$ cat config.mk
export PLATFORM = sky130hd
export DESIGN_NAME = regfile_op_sequencer
export DESIGN_NICKNAME = d
export VERILOG_FILES = /design/src/rtl/regfile_op_sequencer.sv
export SDC_FILE = /design/constraint.sdc
export NUM_CORES = 1
export LEC_CHECK = 0
export CORE_MARGIN = 2
export CORE_UTILIZATION = 55
export DETAILED_ROUTE_END_ITERATION = 8
export MAX_ROUTING_LAYER = met4
export PLACE_DENSITY_LB_ADDON = 0.1
export SETUP_SLACK_MARGIN = 0.2
export SLEW_MARGIN = 20
export SYNTH_ARGS = -nofsm -noshare
export SYNTH_HDL_FRONTEND = slang
export SYNTH_SLANG_ARGS = --single-unit
export TNS_END_PERCENT = 5
$ cat constraint.sdc
create_clock -name CLK -period 3.5 [get_ports CLK]
set_input_delay 0.35 -clock CLK [delete_from_list [all_inputs] [get_ports CLK]]
set_output_delay 0.35 -clock CLK [all_outputs]
set_load 0.05 [all_outputs]
$ cat src/rtl/regfile_op_sequencer.sv
// Execute/write-back sequencer for a 4x4-bit register file: one register-to-register
// instruction per 4 cycles, with registered CARRY/ZERO flags.
//
//   state | meaning
//   IDLE  | ready for an instruction; latch fields on INSTR_VALID
//   READ  | drive source addresses, capture Adata/Bdata at the closing edge
//   EXEC  | compute result and flag candidates
//   WRITE | drive the write port; register file and flags update at the closing edge
module regfile_op_sequencer #(
  parameter int DATA_W = 4,
  parameter int ADDR_W = 2
) (
  input  logic              CLK,
  input  logic              RESETn,
  input  logic              INSTR_VALID,
  output logic              INSTR_READY,
  input  logic [2:0]        OPCODE,
  input  logic [ADDR_W-1:0] DST,
  input  logic [ADDR_W-1:0] SRCA,
  input  logic [ADDR_W-1:0] SRCB,
  input  logic [DATA_W-1:0] IMM,
  input  logic [DATA_W-1:0] Adata,
  input  logic [DATA_W-1:0] Bdata,
  output logic [ADDR_W-1:0] Aaddr,
  output logic [ADDR_W-1:0] Baddr,
  output logic [ADDR_W-1:0] Daddr,
  output logic [DATA_W-1:0] Data,
  output logic              Write,
  output logic              DONE,
  output logic              CARRY,
  output logic              ZERO
);

  typedef enum logic [1:0] {
    IDLE  = 2'd0,
    READ  = 2'd1,
    EXEC  = 2'd2,
    WRITE = 2'd3
  } state_t;

  typedef enum logic [2:0] {
    OP_ADD = 3'b000,
    OP_SUB = 3'b001,
    OP_AND = 3'b010,
    OP_OR  = 3'b011,
    OP_XOR = 3'b100,
    OP_LDI = 3'b101,
    OP_MOV = 3'b110,
    OP_SHL = 3'b111
  } op_t;

  localparam logic [DATA_W:0] ONE = {{DATA_W{1'b0}}, 1'b1};

  state_t              state_q, state_d;
  op_t                 op_q;
  logic [ADDR_W-1:0]   dst_q, aaddr_q, baddr_q, daddr_q;
  logic [DATA_W-1:0]   imm_q, a_q, b_q, res_q;
  logic                carry_c_q, zero_c_q, carry_q, zero_q;

  logic [DATA_W:0]     sum;
  logic [DATA_W-1:0]   alu_r;
  logic                alu_c, alu_z;

  always_ff @(posedge CLK or negedge RESETn) begin
    if (!RESETn) state_q <= IDLE;
    else         state_q <= state_d;
  end

  always_comb begin
    state_d     = state_q;
    INSTR_READY = 1'b0;
    Write       = 1'b0;
    DONE        = 1'b0;
    Data        = '0;
    case (state_q)
      IDLE: begin
        INSTR_READY = 1'b1;
        if (INSTR_VALID) state_d = READ;
      end
      READ:  state_d = EXEC;
      EXEC:  state_d = WRITE;
      WRITE: begin
        Write   = 1'b1;
        DONE    = 1'b1;
        Data    = res_q;
        state_d = IDLE;
      end
      default: state_d = IDLE;
    endcase
  end

  // Carry defaults to the current flag so LDI/MOV leave it untouched.
  always_comb begin
    sum   = '0;
    alu_r = '0;
    alu_c = carry_q;
    case (op_q)
      OP_ADD: begin
        sum   = {1'b0, a_q} + {1'b0, b_q};
        alu_r = sum[DATA_W-1:0];
        alu_c = sum[DATA_W];
      end
      OP_SUB: begin
        sum   = {1'b0, a_q} + {1'b0, ~b_q} + ONE;
        alu_r = sum[DATA_W-1:0];
        alu_c = sum[DATA_W];
      end
      OP_AND: begin
        alu_r = a_q & b_q;
        alu_c = 1'b0;
      end
      OP_OR: begin
        alu_r = a_q | b_q;
        alu_c = 1'b0;
      end
      OP_XOR: begin
        alu_r = a_q ^ b_q;
        alu_c = 1'b0;
      end
      OP_LDI: alu_r = imm_q;
      OP_MOV: alu_r = a_q;
      OP_SHL: begin
        alu_r = {a_q[DATA_W-2:0], 1'b0};
        alu_c = a_q[DATA_W-1];
      end
      default: alu_r = '0;
    endcase
    alu_z = (alu_r == '0);
  end

  always_ff @(posedge CLK or negedge RESETn) begin
    if (!RESETn) begin
      op_q      <= OP_ADD;
      dst_q     <= '0;
      imm_q     <= '0;
      aaddr_q   <= '0;
      baddr_q   <= '0;
      daddr_q   <= '0;
      a_q       <= '0;
      b_q       <= '0;
      res_q     <= '0;
      carry_c_q <= 1'b0;
      zero_c_q  <= 1'b0;
      carry_q   <= 1'b0;
      zero_q    <= 1'b0;
    end else begin
      case (state_q)
        IDLE: begin
          if (INSTR_VALID) begin
            op_q    <= op_t'(OPCODE);
            dst_q   <= DST;
            imm_q   <= IMM;
            aaddr_q <= SRCA;
            baddr_q <= SRCB;
          end
        end
        READ: begin
          a_q <= Adata;
          b_q <= Bdata;
        end
        EXEC: begin
          res_q     <= alu_r;
          carry_c_q <= alu_c;
          zero_c_q  <= alu_z;
          daddr_q   <= dst_q;
        end
        WRITE: begin
          carry_q <= carry_c_q;
          zero_q  <= zero_c_q;
        end
        default: ;
      endcase
    end
  end

  assign Aaddr = aaddr_q;
  assign Baddr = baddr_q;
  assign Daddr = daddr_q;
  assign CARRY = carry_q;
  assign ZERO  = zero_q;

endmodule

**Word-level counts from Yosys, hierarchy flattened**

Cells that the tools add are included.
W data, S select, Z words.

- Register bits: 33
- Input port bits: 24
- Output and inout port bits: 15
- Word-level logic and storage cells: 44

- Add/subtract/negate cells: 3
- Reduce and logical (&&, ||, !) cells: 5
- Equal/unequal tests: 11
- Bitwise logic cells: 4
- Muxes and demuxes: 7

Operators with widths:

| cell | number |
|---|---|
| $pmux W4 S8 | 1 |
| $eq A3 B3 Y1 const B | 4 |
| $add A4 B4 Y5 | 2 |
| $pmux W2 S4 | 1 |
| $eq A3 B2 Y1 const B | 2 |
| $add A5 B1 Y5 const B | 1 |
| $and A4 B4 Y4 | 1 |
| $eq A2 B2 Y1 const B | 2 |
| $logic_not A4 Y1 | 1 |
| $mux W4 | 1 |
| $not A4 Y4 | 1 |
| $or A4 B4 Y4 | 1 |
| $pmux W1 S4 | 1 |
| $xor A4 B4 Y4 | 1 |
| $eq A3 B1 Y1 const B | 1 |
| $logic_not A3 Y1 | 1 |
| $reduce_or A3 Y1 | 1 |
| $eq A2 B1 Y1 const B | 1 |
| $logic_not A2 Y1 | 1 |
| $mux W1 | 2 |
| $mux W2 | 1 |
| $ne A2 B2 Y1 const B | 1 |
| $reduce_and A2 Y1 | 1 |

**Depth between registers and ports, before layout**

Gate-level depths: netlist of the first run.

- Word-level depth: 5
- Gate-level depth with buffers: 9
- Depth with buffers taken out: 9

**Worst setup path after synthesis of the first run**

No wires, ideal clock.

- Kind: reg2reg
- From: register a_q[0]
- To: register zero_c_q
- Data arrival time: 1.811 ns
- Setup time: 0.104 ns
- Required time: 3.396 ns
- Stages on the path, launching flop included: 10
- Setup slack: 1.585 ns
- Period minus slack after synthesis: 1.915 ns
- Buffers on the path: 0
- Cells stage by stage: dfrtp_1 -> inv_1 -> ha_1 -> inv_1 -> fa_1 -> nor2_1 -> a211oi_1 -> a221oi_1 -> a21oi_1 -> o41ai_2

- Word-level cells in the longest chain between the ends: 4
- Elaborated cells on any way between the ends: 8
- Classes of those cells: 3 x add/sub; 1 x mux; 3 x bitwise; 1 x reduce/logical

RTL lines:

| what | line | RTL |
|---|---|---|
| from (decl) | 57 | `logic [DATA_W-1:0] imm_q, a_q, b_q, res_q;` |
| from (signal assigned) | 158 | `a_q <= Adata;` |
| $add A4 B4 Y5 | 104 | `sum = {1'b0, a_q} + {1'b0, ~b_q} + ONE;` |
| $add A5 B1 Y5 | 104 |  |
| $pmux W4 S8 * | 97 | `case (op_q)` |
| $logic_not A4 Y1 * | 128 | `alu_z = (alu_r == '0);` |
| to (signal assigned) | 164 | `zero_c_q <= alu_z;` |
| to (decl) | 58 | `logic carry_c_q, zero_c_q, carry_q, zero_q;` |

Mark *: on every way between the ends. The rest lies on a longest branch, timed or not.
A chain may end at the register's enable or synchronous reset.

**Worst setup path after layout of the first run**

- From: register state_q[0]
- To: output port Data[2]

- Word-level cells in the longest chain between the ends: 2

RTL lines:

| what | line | RTL |
|---|---|---|
| from (decl) | 54 | `state_t state_q, state_d;` |
| from (signal assigned) | 66 | `else state_q <= state_d;` |
| $eq A2 B2 Y1 | 75 | `case (state_q)` |
| $mux W4 | 75 |  |
| to (decl) | 27 | `output logic [DATA_W-1:0] Data,` |

No other way between the ends.

==> reports/qor.txt, run 1 <==
status -> finished, final reports clean
Tot Pwr -> 2.64 mW
CP max FO -> 8
I/O Pins -> 39
Design Area, Final -> 2440 sq um
R2R Setup Slk -> 1230 ps
Power per Cell Area -> 1080 nW/um^2
Synth async-reset ratio -> 100%
XOR/XNOR Fraction of Synth Area -> 1.35%
mux contribution to synthesized area -> 15.9%
area fraction in compound gates after synthesis -> 12.7%
Die W -> 63.5 microns
Area after DPL -> 2350 sq um
Final ANT Viol Nets -> 0
# diodes -> 0
wirelength, routed -> 4170 microns
clk buf depth -> 2
sequential element share of the synthesized area -> 42.4%
synth cell count leaders -> dfrtp_1, mux2_2, ha_1, inv_1, nand2_1
die area -> 4030 sq um
Post-CTS Setup Inserts -> 0
count leader, synth -> dfrtp_1
Post-synth EDFFs -> 0
simple-gate share of the synthesized area -> 10.1%
CP startpoint -> state_q[0]$_DFFE_PN0P_
largest family of logic cells by synthesized area -> multiplexers
GPL Wtd Cong -> 0.853
Post-Syn Area -> 1950 sq um
die height -> 63.5 microns
Layout Skew -> 5.87 ps
number of global-route vias before repair -> 1,574
r2r endpoint -> zero_c_q$_DFFE_PN0P_
crit path time final -> 2430 ps
worst setup margin -> 1070 ps
CTS tree -> done
dominant cell type by area after synthesis -> dfrtp_1
post-cts gate resize count -> 0
Slowest cell on crit path -> clkdlybuf4s50_1
Clock Pin Slew Worst Setup and Hold Paths -> 100 ps
Worst path max stage delay -> 800 ps
final count of negative-setup-slack endpoints -> 0
synthesized flop and latch total -> 33
CTS Buf Count -> 5
start of the worst register-to-register path -> a_q[0]$_DFFE_PN0N_
fraction of layout cells with a size suffix above 1 -> 14.8%
initial antenna violation count -> 0
floorplan core area -> 3360 sq um
Global Route Usage Sum -> 24.6%
first-pass GRT wire length -> 7370 microns
Area contributors post-synth -> dfrtp_1, mux2_2, ha_1, o21ai_0, inv_1
Yosys warning total -> 0
Starting DRT DRC Count -> 89
clock sinks -> 33
max-slew violations -> 0
worst hold path class -> in -> async
leakage -> 1.08 nW
wire per inst -> 15.5 microns
Rel. slew slack -> 60.3%
Final HPWL DP -> 3120 microns
Worst Tran Pin Value -> 595 ps
Main synth FF type -> dfrtp_1
RSZ-0062 raised after global routing -> false
gr ovfl total -> 0
CP Launch Type -> register
clock root buffer -> clkbuf_4
worst path bufs/invs -> 1
Initial Util -> 57.8%
final-stage net count -> 264
CP Data Required Time -> 3150 ps
Setup crit end -> Data[2]
htree depth -> 2
largest net degree at the start of global routing -> 34
R2R depth -> 9
# DRC -> 0
cells along the critical path -> ha_1 > and2_1 > clkdlybuf4s50_1
post-route setup TNS -> 0 ps
Setup WS pre-CTS -> 1270 ps
crit-path leading delay family -> buffers and inverters
CP Class -> reg -> out
CP endpoint kind -> output pin
Yosys cell types -> 37
syn_nets -> 226
Cell Rows -> 21
max-cap violations -> 0
worst path arrival time -> 2080 ps
Hold Buf Count CTS -> 0
Worst-Skew Late Latency -> 350 ps
Cells after Synth -> 184
via count -> 1,511
Adder-Cell Fraction of Synth Area -> 12.3%
Area Growth Syn to Fin -> 25.3%
TritonRoute pass-1 iters -> 4
fmax -> 412 MHz
Stages on worst setup path -> 3
PortBufs -> 38
area share of the largest cell type after synthesis -> 42.4%
maximum vdd ir drop -> 505 uV
via/cell ratio -> 5.62
Tcrit/Tclk final -> 69.3%
final hold violation count -> 0
average size of a mapped cell -> 10.6 sq um
==> sequential cells by signal (all words and copies together) (netlist names), 3 cells and up <==
register,cells
a_q,4
b_q,4
imm_q,4
res_q,4
op_q,3
==> layer usage <==
layer / share of wire, % / GRT usage [%] / vias up
met5: 0 / - / -
met4: 2.6 / 11.7 / 0
met1: 42 / 31.1 / 731
met3: 6.2 / 5.00 / 12
met2: 49 / 37.9 / 58
li1: - / - / 710
==> worst min-delay path by stage <==
stage                                     from                   end  cells past startpoint
after global routing                    RESETn  res_q[0]$_DFFE_PN0P_                      2
after CTS                               RESETn      ZERO$_DFFE_PN0P_                      2
after floorplan                         RESETn  Aaddr[0]$_DFFE_PN0P_                      0
final                                   RESETn      ZERO$_DFFE_PN0P_                      2
after detailed placement  res_q[2]$_DFFE_PN0P_  res_q[2]$_DFFE_PN0P_                      1
after global placement    dst_q[1]$_DFFE_PN0P_  Daddr[1]$_DFFE_PN0P_                      1
==> stage by stage <==
step	instances	hold slack [ps]	utilization [%]
final	269	398	72.5
after global routing	269	444	72.5
after CTS	269	418	72.5
after detailed placement	261	492	70.0
after global placement	261	478	70.0
after floorplan	184	54.4	-
==> worst register-to-register path: cells and delay by family (launching register included) <==
kind | cells | cell delay (ps)
flip-flops | 1 | 440
buffers and inverters | 2 | 170
AND/OR/NAND/NOR | 1 | 120
AO/OA/AOI/OAI | 4 | 850
adder cells (fa/ha/maj) | 2 | 600
==> final cells by class <==
cell class	count	area [sq um]
Fill cell	271	925
Tap cell	46	57.6
Clock inverter	1	30.0
Multi-Input combinational cell	126	1020
Sequential cell	33	826
Timing Repair Buffer	39	388
Inverter	17	63.8
Clock buffer	7	55.1
==> cell families after synthesis <==
group           Yosys count
mux                      27
simple gates             40
buf+inv                  25
compound gates           38
flops                    33
xor+xnor                  3
fa+ha+maj                18
==> cell usage in the layout, fill, tap and decap left out, types with 2 or more instances in the layout <==
master / n
mux2_2: 21
xor2_1: 2
clkbuf_4: 5
nor3_1: 5
o31ai_1: 2
a21oi_1: 10
a21o_1: 2
clkdlybuf4s50_1: 38
inv_1: 16
fa_1: 2
o21ai_0: 12
nor2_1: 7
a32oi_1: 2
o2bb2ai_1: 2
mux2i_1: 5
nor2b_1: 3
dfrtp_1: 33
nand2_1: 13
nand2b_1: 5
ha_1: 16
and2_1: 4
==> report_power, final <==
part           internal, mW  switching [mW]  total [mW]
clock network         0.170           0.135       0.305
logic                 0.674           0.875        1.55
registers             0.574           0.210       0.783
total                  1.42            1.22        2.64
No activity file was read; power rests on OpenSTA's default activity.
==> run 2: changes to the inputs <==
--- a/config.mk
+++ b/config.mk
@@ -6,7 +6,7 @@
 export NUM_CORES = 1
 export LEC_CHECK = 0
 export CORE_MARGIN = 2
-export CORE_UTILIZATION = 55
+export CORE_UTILIZATION = 46
 export DETAILED_ROUTE_END_ITERATION = 8
 export MAX_ROUTING_LAYER = met4
 export PLACE_DENSITY_LB_ADDON = 0.1
==> constraint.sdc (replaced) <==
create_clock -name CLK -period 2.04 [get_ports CLK]
set_input_delay 0.204 -clock CLK [delete_from_list [all_inputs] [get_ports CLK]]
set_output_delay 0.204 -clock CLK [all_outputs]
set_load 0.05 [all_outputs]
==> reports/qor.txt, run 2 (same netlist as run 1, synthesis figures left out) <==
Area after DPL -> 2420 sq um
GPL Wtd Cong -> 0.872
htree depth -> 2
Comb power frac -> 64.3%
CP startpoint -> a_q[0]$_DFFE_PN0N_
Power per Cell Area -> 1870 nW/um^2
Initial Util -> 48.3%
Fin Hold WS -> 325 ps
crit path time final -> 1910 ps
leakage -> 1.17 nW
Pint -> 2.66 mW
CP Launch Type -> register
Clock Pin Slew Worst Setup and Hold Paths -> 70 ps
Global Route Usage Sum -> 19.7%
Tot Pwr -> 4.87 mW
CP Data Required Time -> 2190 ps
Starting DRT DRC Count -> 57
worst path arrival time -> 2050 ps
worst setup margin -> 130 ps
worst hold path class -> in -> async
start of the worst register-to-register path -> a_q[0]$_DFFE_PN0N_
fmax -> 524 MHz
Worst Tran Pin Value -> 489 ps
clock network power share -> 9.6%
CP Class -> reg -> reg
worst path bufs/invs -> 1
CP endpoint kind -> register
floorplan core area -> 4030 sq um
most used cell, CP -> a21oi_1
post-route setup TNS -> 0 ps
Worst-Skew Late Latency -> 270 ps
largest net degree at the start of global routing -> 34
status -> finished, final reports clean
Area Growth Syn to Fin -> 34.2%
RSZ-0062 raised after global routing -> true
via/cell ratio -> 5.17
Setup WS pre-CTS -> 0.706 ps
PortBufs -> 38
initial antenna violation count -> 0
Cells after DPL -> 274
wirelength, routed -> 4270 microns
first-pass GRT wire length -> 7280 microns
max-cap violations -> 0
# diodes -> 0
fraction of layout cells with a size suffix above 1 -> 28.9%
Cell Rows -> 23
die area -> 4770 sq um
wire per inst -> 14.8 microns
Worst path max stage delay -> 390 ps
# DRC -> 0
Tcrit/Tclk final -> 93.6%
via count -> 1,493
Design Area, Final -> 2610 sq um
clk buf depth -> 2
Slowest cell on crit path -> dfrtp_1
I/O Pins -> 39
final-stage net count -> 280
Sw Share -> 45.4%
clock root buffer -> clkbuf_8
Final Util -> 64.8%
Fillers -> 335
commonest non-fill, non-tap cell in the layout -> dfrtp_1
number of global-route vias before repair -> 1,528
crit-path leading delay family -> compound AO/OA/AOI/OAI gates
Final HPWL DP -> 3210 microns
Net Sw Power -> 2.21 mW
cells along the critical path -> buf_4 > ha_2 > fa_2 > a21o_1 > a21oi_1 > nand2_1 > a32oi_1 > a21oi_1
CTS tree -> done
TritonRoute pass-1 iters -> 4
CTS Buf Count -> 5
Layout Cells excl Fill -> 289
part of the power in registers -> 26.1%
Final ANT Viol Nets -> 0
clock sinks -> 33
Rel. slew slack -> 66.6%
commonest non-fill, non-tap cells in the layout -> dfrtp_1, clkdlybuf4s50_1, buf_4, mux2_2, nand2_1
CP max FO -> 3
Layout Skew -> 1.65 ps
final count of negative-setup-slack endpoints -> 0
max-slew violations -> 0
final hold violation count -> 0
gr ovfl total -> 0
maximum vdd ir drop -> 1080 uV
die height -> 69.0 microns
Die W -> 69.0 microns
## run 2: worst paths after layout
path / end / slack, ps / cells past startpoint
worst min-delay path: a_q[2]$_DFFE_PN0N_ / 330 / 2
min in group CLK: b_q[1]$_DFFE_PN0N_ / 490 / 3
worst min register to register: zero_c_q$_DFFE_PN0P_ / 490 / 2
max in group asynchronous: op_q[2]$_DFFE_PN0P_ / 1390 / 2
worst max-delay path: carry_c_q$_DFFE_PN0P_ / 130 / 8
worst max register to register: carry_c_q$_DFFE_PN0P_ / 130 / 8
## run 2: area by class of cell
| cell class | count | area [sq um] | share of cell area, % |
|---|---|---|---|
| sequential | 33 | 827 | 31.7 |
| multi-input combinational | 126 | 1080 | 41.5 |
| tap | 50 | 62.6 | 2.40 |
| timing repair buffer | 55 | 490 | 18.8 |
| clock inverter | 1 | 7.51 | 0.287 |
| inverter | 17 | 63.8 | 2.44 |
| clock buffer | 7 | 76.3 | 2.92 |
## run 2: power groups by stage
stage	combinational (mW)	clock, mW	sequential, mW
after floorplan	1.85	0	1.47
after global placement	2.84	0	1.26
after detailed placement	2.88	0	1.28
after CTS	3.07	0.486	1.27
after global routing	3.42	0.518	1.33
final	3.13	0.469	1.27
## run 2: layer usage
layer | vias up | track usage (%) | routed length, microns
met3 | 2 | 3.51 | 144
met1 | 720 | 24.2 | 1910
li1 | 740 | - | -
met5 | - | - | 0
met4 | 0 | 5.23 | 20
met2 | 31 | 33.5 | 2200
## run 2: repair_timing
action,4_1_cts,5_1_grt
resized for setup,10,4
setup buffers,6,1
endpoints found under the setup margin,5,5
pin swaps,4,6
hold buffers,0,0
